File: config.mk
export PLATFORM = sky130hd
export DESIGN_NAME = spi_master_param
export DESIGN_NICKNAME = d
export VERILOG_FILES = /design/src/rtl/spi_master_param.sv
export SDC_FILE = /design/constraint.sdc
export NUM_CORES = 1
export LEC_CHECK = 0
export BUFFER_PORTS_ARGS = -buffer_cell sky130_fd_sc_hd__buf_2
export CORE_MARGIN = 5
export CORE_UTILIZATION = 57
export DETAILED_ROUTE_END_ITERATION = 10
export HOLD_SLACK_MARGIN = 0.08
export PLACE_DENSITY = 0.85
export SLEW_MARGIN = 20
export SYNTH_ARGS = -nofsm -noshare
export SYNTH_HDL_FRONTEND = slang
export SYNTH_SLANG_ARGS = --single-unit
export TNS_END_PERCENT = 20
File: constraint.sdc
create_clock -name clk -period 5.7 [get_ports clk]
set_clock_uncertainty 0.15 [all_clocks]
set_input_delay 1.71 -clock clk [delete_from_list [all_inputs] [get_ports clk]]
set_output_delay 1.71 -clock clk [all_outputs]
set_load 0.005 [all_outputs]
File: src/rtl/spi_master_param.sv
`timescale 1ns/1ps
`default_nettype none
// +----------------------------------------------------------------------------+
// | Module      : spi_master_param                                             |
// | Description : Parametrised SPI master. Serialises a DATA_W-bit word onto   |
// |               spi_mosi with a programmable SCLK divider, SPI mode          |
// |               (CPOL/CPHA), bit order and chip-select idle time.            |
// |               Start/busy/done handshake toward the host logic.             |
// |               Optional full-duplex capture of spi_miso when the macro      |
// |               SPI_RX_EN is defined; otherwise rx_data is tied to zero.     |
// | Ports       : clk, rst (async, active high)                                |
// |               start, tx_data            - host request / word to send      |
// |               busy, done, rx_data       - host status / received word      |
// |               bit_count                 - bits remaining (DATA_W if idle)  |
// |               spi_sclk, spi_mosi, spi_cs_n, spi_miso - SPI bus             |
// | Revision    : 1.0 - initial release                                        |
// +----------------------------------------------------------------------------+
module spi_master_param #(
  parameter int DATA_W         = 16,
  parameter int CLK_DIV        = 2,
  parameter int CPOL           = 0,
  parameter int CPHA           = 0,
  parameter int MSB_FIRST      = 1,
  parameter int CS_IDLE_CYCLES = 1
) (
  input  logic                        clk,
  input  logic                        rst,
  input  logic                        start,
  input  logic [DATA_W-1:0]           tx_data,
  output logic                        busy,
  output logic                        done,
  output logic                        spi_sclk,
  output logic                        spi_mosi,
  output logic                        spi_cs_n,
  input  logic                        spi_miso,
  output logic [DATA_W-1:0]           rx_data,
  output logic [$clog2(DATA_W+1)-1:0] bit_count
);

  localparam int BC_W    = $clog2(DATA_W + 1);
  localparam int HALF_W  = $clog2(2 * DATA_W);
  localparam int CNT_MAX = (CLK_DIV > CS_IDLE_CYCLES) ? CLK_DIV : CS_IDLE_CYCLES;
  localparam int CNT_W   = $clog2(CNT_MAX + 1);

  localparam logic              IDLE_LVL  = (CPOL != 0);
  localparam logic [HALF_W-1:0] LAST_HALF = HALF_W'(2 * DATA_W - 1);
  localparam logic [CNT_W-1:0]  DIV_LAST  = CNT_W'(CLK_DIV - 1);
  localparam logic [CNT_W-1:0]  GAP_LAST  = CNT_W'(CS_IDLE_CYCLES - 1);
  localparam logic [BC_W-1:0]   BC_FULL   = BC_W'(DATA_W);

  typedef enum logic [2:0] {
    IDLE  = 3'd0,
    SETUP = 3'd1,
    XFER  = 3'd2,
    HOLD  = 3'd3,
    GAP   = 3'd4
  } state_t;

  state_t              r_state;
  state_t              w_state_next;
  logic [CNT_W-1:0]    r_cnt;
  logic [HALF_W-1:0]   r_half;
  logic [DATA_W-1:0]   r_tx_shift;

  logic                w_tick;
  logic                w_accept;
  logic                w_edge;
  logic                w_lead;
  logic                w_trail;
  logic                w_sample;
  logic                w_shift;
  logic                w_hold_end;
  logic [HALF_W-1:0]   w_half_next;

  // Next bit to present on mosi, and the register after it has been consumed.
  function automatic logic head_bit(input logic [DATA_W-1:0] v);
    return (MSB_FIRST != 0) ? v[DATA_W-1] : v[0];
  endfunction

  function automatic logic [DATA_W-1:0] advance(input logic [DATA_W-1:0] v);
    return (MSB_FIRST != 0) ? {v[DATA_W-2:0], 1'b0} : {1'b0, v[DATA_W-1:1]};
  endfunction

  // r_cnt times each CLK_DIV-long phase (SETUP, every half-period, HOLD) and
  // the chip-select idle time in GAP.
  assign w_tick     = (r_cnt == DIV_LAST);
  assign w_accept   = (r_state == IDLE) && start;
  assign w_hold_end = (r_state == HOLD) && w_tick;

  // An SCLK edge happens at the start of every half-period: the end of SETUP
  // opens half-period 0, each XFER tick opens the next one. The end of the
  // last half-period leads into HOLD with SCLK already back at idle level.
  assign w_edge      = w_tick && ((r_state == SETUP) ||
                                  ((r_state == XFER) && (r_half != LAST_HALF)));
  assign w_half_next = (r_state == SETUP) ? '0 : r_half + 1'b1;
  assign w_lead      = w_edge && !w_half_next[0];
  assign w_trail     = w_edge &&  w_half_next[0];
  assign w_sample    = (CPHA != 0) ? w_trail : w_lead;
  // CPHA=0 already drove bit 0 at accept, so the final trailing edge has
  // nothing left to shift and the last bit is held through HOLD.
  assign w_shift     = (CPHA != 0) ? w_lead : (w_trail && (w_half_next != LAST_HALF));

  always_ff @(posedge clk or posedge rst) begin
    if (rst) begin
      r_state <= IDLE;
    end else begin
      r_state <= w_state_next;
    end
  end

  always_comb begin
    w_state_next = r_state;
    busy         = 1'b1;
    done         = 1'b0;
    case (r_state)
      IDLE: begin
        busy = 1'b0;
        if (start) w_state_next = SETUP;
      end
      SETUP: begin
        if (w_tick) w_state_next = XFER;
      end
      XFER: begin
        if (w_tick && (r_half == LAST_HALF)) w_state_next = HOLD;
      end
      HOLD: begin
        if (w_tick) w_state_next = GAP;
      end
      GAP: begin
        done = (r_cnt == '0);
        if (r_cnt == GAP_LAST) w_state_next = IDLE;
      end
      default: begin
        busy         = 1'b0;
        w_state_next = IDLE;
      end
    endcase
  end

  always_ff @(posedge clk or posedge rst) begin
    if (rst) begin
      r_cnt      <= '0;
      r_half     <= '0;
      r_tx_shift <= '0;
      spi_sclk   <= IDLE_LVL;
      spi_mosi   <= 1'b0;
      spi_cs_n   <= 1'b1;
      bit_count  <= BC_FULL;
    end else begin
      // cs_n is registered from the next state so the pin never glitches.
      spi_cs_n <= (w_state_next == IDLE) || (w_state_next == GAP);

      if ((r_state == IDLE) || (r_state != w_state_next)) begin
        r_cnt <= '0;
      end else if (r_state == GAP) begin
        r_cnt <= r_cnt + 1'b1;
      end else begin
        r_cnt <= w_tick ? '0 : r_cnt + 1'b1;
      end

      if (w_edge) begin
        r_half   <= w_half_next;
        spi_sclk <= ~spi_sclk;
      end

      if (w_accept) begin
        if (CPHA == 0) begin
          spi_mosi   <= head_bit(tx_data);
          r_tx_shift <= advance(tx_data);
        end else begin
          r_tx_shift <= tx_data;
        end
      end else if (w_shift) begin
        spi_mosi   <= head_bit(r_tx_shift);
        r_tx_shift <= advance(r_tx_shift);
      end else if (w_hold_end) begin
        spi_mosi <= 1'b0;
      end

      if (w_hold_end) begin
        bit_count <= BC_FULL;
      end else if (w_sample) begin
        bit_count <= bit_count - 1'b1;
      end
    end
  end

`ifdef SPI_RX_EN
  logic [DATA_W-1:0] r_rx_shift;

  // Received bits are assembled in the same order they are transmitted.
  always_ff @(posedge clk or posedge rst) begin
    if (rst) begin
      r_rx_shift <= '0;
      rx_data    <= '0;
    end else begin
      if (w_sample) begin
        r_rx_shift <= (MSB_FIRST != 0) ? {r_rx_shift[DATA_W-2:0], spi_miso}
                                       : {spi_miso, r_rx_shift[DATA_W-1:1]};
      end
      if (w_hold_end) begin
        rx_data <= r_rx_shift;
      end
    end
  end
`else
  logic unused_miso;
  assign unused_miso = spi_miso;
  assign rx_data     = '0;
`endif

endmodule
`default_nettype wire

==> results of run 1 <==
==> kinds of logic after synthesis <==
group / share of synthesized area [%]
AO/OA/AOI/OAI: 21.32
adder cells (fa/ha/maj): 2.011
multiplexers: 0.5362
other: 0.2009
flip-flops: 44.37
XOR/XNOR: 2.346
buffers and inverters: 10.72
AND/OR/NAND/NOR: 18.50
==> area by class of cell <==
type / count / share of cell area, %
flip-flops and latches: 33 / 40.61
repair buffers: 30 / 7.607
inverters: 4 / 0.7362
clock buffers: 7 / 2.699
clock inverters: 1 / 1.472
multi-input cells: 131 / 44.17
well taps: 44 / 2.699
==> where the power goes <==
| group | total, mW | leakage (nW) | internal (mW) | switching, mW |
|---|---|---|---|---|
| Combinational | 0.474 | 0.510 | 0.220 | 0.254 |
| Clock | 0.184 | 0.0455 | 0.105 | 0.0790 |
| Sequential | 0.439 | 0.411 | 0.340 | 0.0986 |
| Total | 1.10 | 0.967 | 0.664 | 0.432 |
==> cell usage after synthesis, types with 2 or more instances <==
library cell  instances
a21oi_1               4
a221o_1               7
a22o_1                3
and3_1                2
buf_2                 4
buf_4                16
buf_6                 3
clkbuf_1              3
dfrtp_1              31
dfstp_2               2
ha_1                  3
inv_1                 4
nand2_1              18
nand2b_1              2
nand3_1               4
nand3b_1              2
nor2_1                4
nor2b_1               3
nor3_1                2
nor3b_2               3
nor4b_1               2
o211a_1               7
o211ai_1             12
o21ai_0               6
or2_2                 3
or3_1                 4
or4b_1                4
xnor2_1               3
xor2_1                2
==> worst max-delay path by stage <==
stage | cells after the start | slack (ps) | endpoint
after global placement | 4 | 2620 | r_tx_shift[2]
after floorplan | 4 | 2860 | done
after CTS | 4 | 2310 | done
final | 4 | 2310 | done
after detailed placement | 4 | 2560 | r_tx_shift[14]
after global routing | 4 | 2170 | done
==> critical path: cells and delay by family, from the launching register on <==
| family | cells | cell delay, ps |
|---|---|---|
| buffers and inverters | 1 | 140 |
| DFF | 1 | 530 |
| and+or+nand+nor | 3 | 520 |
==> routing by layer <==
layer  global-route usage (%)  vias to the layer above
met3                    5.158                        8
li1                         -                      683
met1                    21.76                      688
met4                    7.342                        0
met5                        0                        -
met2                    31.04                       59
==> registers in the layout, indices dropped and copies added, names as in the netlist <==
name        cells
spi_sclk        1
r_half          5
r_state         3
r_tx_shift     15
bit_count       5
spi_cs_n        1
r_cnt           2
spi_mosi        1
==> placed cells by master, fill, tap and decap left out, types with 2 or more instances in the layout <==
master,netlist,routed
nand3b_1,2,2
a22o_1,3,3
a21oi_1,4,4
or2_2,3,3
xor2_1,2,2
ha_1,3,3
or3_1,4,4
o211a_1,7,7
nand3_1,4,4
xnor2_1,3,3
nand2_1,18,18
or4b_1,4,4
clkbuf_4,0,5
buf_2,4,28
dfstp_2,2,2
conb_1,1,16
o21ai_0,6,6
inv_1,4,4
nor2_1,4,4
nand2b_1,2,2
dfrtp_1,31,31
o211ai_1,12,12
a221o_1,7,7
nor2b_1,3,3
and3_1,2,2
buf_4,16,2
nor3b_2,3,3
nor3_1,2,2
==> through the flow <==
step	total power [mW]	util, %	setup slack [ps]	instance area [µm²]
2_1_floorplan	0.8218	-	2857	1923
3_3_place_gp	0.8830	62.98	2624	1954
3_5_place_dp	0.9160	62.98	2563	1954
4_1_cts	1.102	65.73	2308	2039
5_1_grt	1.188	65.73	2169	2039
6_report	1.096	65.73	2314	2039
==> metrics.md, run 1 <==
| Metric | Value |
|---|---|
| Status | completed |
| Register area share after synthesis | 44.37% |
| Vias in the first global route | 1400 |
| CP Class | flop to primary output |
| Maximum VDD drop | 269.5 µV |
| Number of synthesized flops with an enable pin | 0 |
| Syn. warnings | 0 |
| Worst-path cell chain | nor2_2 > nand2_1 > nor3_1 > buf_2 |
| Initial Util | 60.16% |
| Clock Pin Slew Worst Setup and Hold Paths | 100 ps |
| Synth Flop Type | dfrtp_1 |
| CP max-delay cell | dfrtp_1 |
| Synth top area share | 41.55% |
| Die X | 67.23 µm |
| CP max FO | 12 |
| Slew of the pin with the lowest slew margin | 884.1 ps |
| RSZ-0062 raised after global routing | false |
| Largest net degree at the start of global routing | 34 |
| Critical path data required time | 3840 ps |
| Grt total ovfl | 0 |
| Setup TNS | 0 ps |
| Non-Filler Instances | 250 |
| Ant. Diodes | 0 |
| ANT nets after route | 0 |
| Total number of vias | 1438 |
| CTS Sinks | 33 |
| Final Slew Violations | 0 |
| Vert. Die Dim | 67.23 µm |
| Global-route wire length before repair | 6299 µm |
| Cell count after placement | 242 |
| Drt drc | 0 |
| Leak Pwr | 0.9665 nW |
| Worst r2r path cells | 7 |
| Leading area contributor after synthesis | dfrtp_1 |
| Setup Buffers After CTS | 0 |
| M1 WL | 1584 µm |
| FILL cells | 262 |
| FF+latch count, synth | 33 |
| Met3 wire length | 257 µm |
| Final worst-path cycle share | 59.41% |
| Initial antenna violation count | 0 |
| R2R Setup Slk | 2690 ps |
| Global-route usage over all layers | 18.28% |
| Clock buffer count from CTS | 5 |
| Hold Path Cell Cnt | 1 |
| Number of nets in the layout | 228 |
| Hold Path Origin | spi_sclk |
| Via-per-instance ratio | 5.752 |
| Share of cells above drive strength 1 | 24.27% |
| WP data arrival | 1530 ps |
| Fmax | 0.2953 GHz |
| Hold Path Sink | spi_sclk |
| H-tree level count | 2 |
| Worst Hold Class | flop to flop |
| Io pins | 46 |
| Pwr Density | 537.4 nW/µm² |
| Hold_buf cts | 0 |
| Reg2reg start | r_half[0] |
| Slowest stage delay, CP | 530 ps |
| Crit path launch | r_state[0] |
| Synth cell types | 45 |
| Uppermost routed layer | met4 |
| Clock latency on the worst-skew pair | 340 ps |
| Final hold vios | 0 |
| Ranking of synthesized cells by area | dfrtp_1 (42%), buf_4 (6.4%), o211ai_1 (4.8%) |
| Setup crit end kind | primary output |
| RR Endpoint | r_tx_shift[11] |
| Final Hold Slack | 320.3 ps |
| WL per Instance | 14.90 µm |
| Initial DRC count | 44 |
| Std-Cell Rows | 20 |
| Area of the multi-input gates | 900.9 µm² |
| DPL Wire Length | 2562 µm |
| Syn Inst Count | 179 |
| Async set-reset flop share out of synthesis | 100.0% |
| # port buffers | 28 |
| Final WL | 3725 µm |
| Synth Area per Inst | 10.43 µm² |
| Startpoint Class | flop |
| Synth Cell Area | 1867 µm² |
| Syn-to-layout area delta | 9.250% |
| Core area | 3103 µm² |
| Minimum clock period | 3386 ps |
| CTS resizes | 0 |
| WL met2 | 1816 µm |
| Register area | 828.3 µm² |
| Clock buffer depth | 2 |
| Final RePlAce weighted congestion | 0.7907 |
| CTS tree | built |
| Max cap viols | 0 |
| CTS Root Buffer Type | clkbuf_4 |
| Router iterations before antenna repair | 4 |
| Rel. slew slack | 41.05% |
| Die area | 4520 µm² |
| Final setup violation count | 0 |
Note: power is estimated with default switching activity, not from simulation.
==> run 2: changes to the inputs <==
Settings changed: CORE_UTILIZATION 57 to 48, PLACE_DENSITY 0.85 to 0.76.
Clock period 5.7 ns to 2.75 ns, I/O delays scaled along.
==> run 2 against run 1 <==
Against the previous run: final cell count increased by 4.0%; register-to-register slack got worse by 2500 ps; clock power increased by 93%; count of clock-buffer cells in the layout decreased by 2; sequential cell count unchanged; critical path depth increased by 3; sequential power increased by 110%; worst setup slack got worse by 2100 ps; die area increased by 16%; first-iteration DRC count increased by 30%.
==> metrics.md, run 2 (synthesis gave the netlist of run 1 again) <==
| Metric | Value |
|---|---|
| Status | completed |
| DPL Wire Length | 2512 µm (-1.9%) |
| Grt peak-use layer | met2 |
| WP data arrival | 2600 ps (+1070 ps) |
| ANT nets after route | 0 (unchanged) |
| CP max FO | 17 (+5) |
| RSZ-0062 raised after global routing | false |
| Total number of vias | 1399 (-2.7%) |
| Global-route usage over all layers | 14.94% (-3.3 points) |
| Commonest non-fill, non-tap cell in the layout | dfrtp_1 |
| Clock buffer depth | 2 (unchanged) |
| CP Class | flop to flop |
| Slew of the pin with the lowest slew margin | 535.4 ps (-348.7 ps) |
| Final setup violation count | 0 (unchanged) |
| Rel. slew slack | 64.30% (+23 points) |
| Worst Hold Class | flop to flop |
| Vias in the first global route | 1345 (-3.9%) |
| Max cap viols | 0 (unchanged) |
| # port buffers | 28 (unchanged) |
| Setup TNS | 0 ps (unchanged) |
| Most frequent cells in the layout | dfrtp_1 (31), buf_2 (28), nand2_1 (18) |
| Core area | 3716 µm² (+20%) |
| R2R Setup Slk | 200 ps (-2490 ps) |
| Met2 Use GR | 21.94% (-9.1 points) |
| Global-route wire length before repair | 6196 µm (-1.6%) |
| Minimum clock period | 2547 ps |
| Critical path data required time | 2810 ps (-1030 ps) |
| Final Slew Violations | 0 (unchanged) |
| Largest regs | r_tx_shift: 15 flops, bit_count: 5 flops, r_half: 5 flops |
| Number of nets in the layout | 234 (+2.6%) |
| CP top delay family | simple AND/OR/NAND/NOR gates |
| Setup Buffers After CTS | 0 (unchanged) |
| FILL cells | 325 (+24%) |
| Worst-path cell chain | ha_1 > and3_1 > ha_1 > and3_1 > a211o_4 > or4b_1 > o211ai_1 |
| Initial antenna violation count | 0 (unchanged) |
| CTS resizes | 0 (unchanged) |
| Startpoint Class | flop |
| Maximum VDD drop | 516.4 µV (+92%) |
| Setup crit end kind | flop |
| Pwr Density | 1095 nW/µm² (+100%) |
| Final instance area | 2091 µm² (+2.5%) |
| Syn-to-layout area delta | 12.00% |
| Io pins | 46 (unchanged) |
| Clock latency on the worst-skew pair | 280 ps (-60 ps) |
| Non-Filler Instances | 260 (+4.0%) |
| Router iterations before antenna repair | 4 (unchanged) |
| Final hold vios | 0 (unchanged) |
| CTS Sinks | 33 (unchanged) |
| Hold_buf cts | 0 (unchanged) |
| Ant. Diodes | 0 (unchanged) |
| Initial Util | 50.24% (-9.9 points) |
| WL per Instance | 14.04 µm (-5.8%) |
| Final RePlAce weighted congestion | 0.7522 (-4.9%) |
| Slowest stage delay, CP | 520 ps (about the same) |
| Placed Area | 2004 µm² (+2.6%) |
| Via-per-instance ratio | 5.381 (-6.5%) |
| Final WL | 3651 µm (-2.0%) |
| Final worst-path cycle share | 92.62% |
| Final setup margin | 202.9 ps (-2111 ps) |
| Die area | 5237 µm² (+16%) |
| Initial DRC count | 57 (+30%) |
| Fmax | 0.3926 GHz |
| Die X | 72.37 µm (+7.6%) |
| Met3 usage | 3.601% (-1.6 points) |
| Dpl ws | 230.9 ps (-2332 ps) |
| Vert. Die Dim | 72.37 µm (+7.6%) |
| Leak Pwr | 0.9936 nW (+2.8%) |
| H-tree level count | 2 (unchanged) |
| CTS tree | built |
| Cell count after placement | 252 (+4.1%) |
| Util after Layout | 56.26% (-9.5 points) |
| CTS Root Buffer Type | clkbuf_8 |
| CP max-delay cell | or4b_1 |
| Max reg flops | 15 (unchanged) |
| Std-Cell Rows | 22 (+10%) |
| Drt drc | 0 (unchanged) |
| Largest net degree at the start of global routing | 34 (unchanged) |
| Largest Register | r_tx_shift |
| Clock Pin Slew Worst Setup and Hold Paths | 70 ps (-30 ps) |
| Clock buffer count from CTS | 5 (unchanged) |
| Grt total ovfl | 0 (unchanged) |
| WP buf/inv | 0 (-1) |
| Share of cells above drive strength 1 | 26.89% (+2.6 points) |
| GR Util met1 | 21.24% (-0.52 points) |
[run 2: power by group]
group / switching [mW] / internal (mW) / total (mW)
clock: 0.180 / 0.174 / 0.355
combinational: 0.534 / 0.500 / 1.03
sequential: 0.195 / 0.706 / 0.901
[run 2: routing by layer]
metal / up-vias / part of all wire [%]
li1: 694 / -
met1: 662 / 47
met2: 37 / 46
met3: 6 / 5.4
met4: 0 / 1.5
met5: - / 0
[run 2: worst paths after layout]
path,endpoint,from,cells past startpoint
min in group asynchronous,bit_count[1],rst,3
min,spi_sclk,spi_sclk,1
max reg2reg,r_tx_shift[4],r_half[1],7
max in group asynchronous,spi_cs_n,rst,3
max,r_tx_shift[4],r_half[1],7
min reg2reg,spi_sclk,spi_sclk,1
[run 2: final cells by class]
class | instances | area, µm² | share of cell area, %
clock buffer | 5 | 68.82 | 3.291
clock inverter | 3 | 17.52 | 0.8378
inverter | 4 | 15.01 | 0.7181
multi-input combinational | 131 | 900.9 | 43.09
sequential | 33 | 828.3 | 39.62
tap | 48 | 60.06 | 2.873
timing repair buffer | 36 | 200.2 | 9.575
[run 2: through the flow]
step	hold WS (ps)	power, mW
after floorplan	319.3	1.703
after global placement	313.9	1.911
after detailed placement	325.3	1.938
after CTS	334.5	2.304
after global routing	377.4	2.493
final	323.2	2.290
==> run 3: changes to the inputs <==
Settings changed: CELL_PAD_IN_SITES_DETAIL_PLACEMENT set to 1, CELL_PAD_IN_SITES_GLOBAL_PLACEMENT set to 1, CORE_UTILIZATION 48 to 37, PLACE_DENSITY 0.76 to unset, PLACE_DENSITY_LB_ADDON set to 0.1.
==> run 3 against run 2 <==
Against the previous run: sequential share of layout area decreased by 0.19 points; sequential power increased by 0.4%; via count up 3.0%; critical path depth unchanged; first-iteration DRC count decreased by 46%; largest power group unchanged; highest routed layer unchanged.
==> metrics.md, run 3 (synthesis gave the netlist of run 1 again) <==
| Metric | Value |
|---|---|
| Commonest non-fill, non-tap cell in the layout | dfrtp_1 |
| CTS Sinks | 33 (unchanged) |
| Via-per-instance ratio | 5.183 (-3.7%) |
| Share of cells above drive strength 1 | 25.12% (-1.8 points) |
| Die X | 81.03 µm (+12%) |
| WL met2 | 2034 µm (+20%) |
| ANT nets after route | 0 (unchanged) |
| CP max FO | 17 (unchanged) |
| Vias in the first global route | 1471 (+9.4%) |
| WL per Instance | 15.74 µm (+12%) |
| Initial DRC count | 31 (-46%) |
| Initial antenna violation count | 0 (unchanged) |
| DPL Wire Length | 3136 µm (+25%) |
| # port buffers | 28 (unchanged) |
| Largest net degree at the start of global routing | 34 (unchanged) |
| Drt drc | 0 (unchanged) |
| Maximum VDD drop | 329.5 µV (-36%) |
| Final worst-path cycle share | 93.11% (+0.49 points) |
| Die area | 6566 µm² (+25%) |
| H-tree level count | 2 (unchanged) |
| Met3 wire length | 182 µm (-8.1%) |
| Final setup margin | 189.4 ps (-13.57 ps) |
| Largest Register | r_tx_shift |
| Clock buffer depth | 2 (unchanged) |
| Max reg flops | 15 (unchanged) |
| Setup TNS | 0 ps (unchanged) |
| WP data arrival | 2600 ps (about the same) |
| Final setup violation count | 0 (unchanged) |
| Setup Buffers After CTS | 0 (unchanged) |
| Grt total ovfl | 0 (unchanged) |
| Rel. slew slack | 63.86% (-0.45 points) |
| Clock latency on the worst-skew pair | 280 ps (about the same) |
| Io pins | 46 (unchanged) |
| Critical path data required time | 2790 ps (-20 ps) |
| CTS Root Buffer Type | clkbuf_8 |
| Initial Util | 38.75% (-11 points) |
| Number of nets in the layout | 233 (-0.43%) |
| Router iterations before antenna repair | 4 (unchanged) |
| Clock Pin Slew Worst Setup and Hold Paths | 70 ps (about the same) |
| Final Slew Violations | 0 (unchanged) |
| Placed Area | 2021 µm² (+0.81%) |
| Worst Hold Class | flop to flop |
| Clock buffer count from CTS | 5 (unchanged) |
| Hold_buf cts | 0 (unchanged) |
| Core area | 4817 µm² (+30%) |
| Total number of vias | 1441 (+3.0%) |
| Slew of the pin with the lowest slew margin | 542.1 ps (+6.714 ps) |
| Setup crit end kind | flop |
| Uppermost routed layer | met4 |
| Max cap viols | 0 (unchanged) |
| Final WL | 4377 µm (+20%) |
| M1 WL | 2110 µm (+23%) |
| Global-route wire length before repair | 7383 µm (+19%) |
| CTS resizes | 0 (unchanged) |
| Pwr Density | 1104 nW/µm² (+0.79%) |
| RSZ-0062 raised after global routing | false |
| Global-route usage over all layers | 14.66% (-0.28 points) |
| CP Class | flop to flop |
| Final hold vios | 0 (unchanged) |
| Final RePlAce weighted congestion | 0.7903 (+5.1%) |
| Final instance area | 2101 µm² (+0.48%) |
| Minimum clock period | 2561 ps (+13.57 ps) |
| Vert. Die Dim | 81.03 µm (+12%) |
| Most frequent cells in the layout | dfrtp_1 (31), buf_2 (28), nand2_1 (18) |
| Std-Cell Rows | 25 (+14%) |
| Status | completed |
| Dpl ws | 196.2 ps (-34.68 ps) |
| Largest regs | r_tx_shift: 15 flops, bit_count: 5 flops, r_half: 5 flops |
| Fmax | 0.3905 GHz (-0.53%) |
| Ant. Diodes | 0 (unchanged) |
| Syn-to-layout area delta | 12.53% |
| Leak Pwr | 0.9838 nW (-0.99%) |
| CTS tree | built |
| Startpoint Class | flop |
run 3: final timing paths:
path | from | to | slack, ps | depth (start not counted)
min in group asynchronous | rst | spi_sclk | 480 | 3
hold reg to reg | spi_sclk | spi_sclk | 320 | 1
max in group asynchronous | rst | bit_count[4] | 1640 | 3
setup / recovery | r_half[0] | r_tx_shift[4] | 190 | 7
hold / removal | spi_sclk | spi_sclk | 320 | 1
setup reg to reg | r_half[0] | r_tx_shift[4] | 190 | 7
run 3: power breakdown:
group / leakage, nW / internal, mW / switching, mW
clock: 0.0395 / 0.180 / 0.170
sequential: 0.411 / 0.707 / 0.198
combinational: 0.533 / 0.496 / 0.568
total: 0.984 / 1.38 / 0.936
run 3: critical path: stages (launching register included):
cell,delay (ps)
dfrtp_1,390
ha_1,250
and3_1,200
ha_1,290
and3_1,180
a211o_4,420
or4b_1,490
o211ai_1,110
run 3: metrics by stage:
step / util (%) / instances / power, mW / hold slack [ps]
finish: 43.61 / 278 / 2.319 / 323.1
global route: 43.61 / 278 / 2.522 / 342.5
CTS: 43.61 / 278 / 2.358 / 329.4
detailed placement: 41.95 / 270 / 1.995 / 316.1
global placement: 41.95 / 270 / 1.925 / 309.8
floorplan: - / 194 / 1.703 / 319.3
run 3: cell type report:
type                       instances  area [µm²]
fill                             589        2716
sequential                        33       828.3
timing repair buffer              35       192.7
tap                               67       83.83
clock buffer                       8       80.08
multi-input combinational        131       900.9
inverter                           4       15.01
run 3: routing by layer:
layer	global-route usage, %	vias up
li1	-	689
met1	20.22	714
met2	22.74	33
met3	3.769	5
met4	4.054	0
met5	0	-
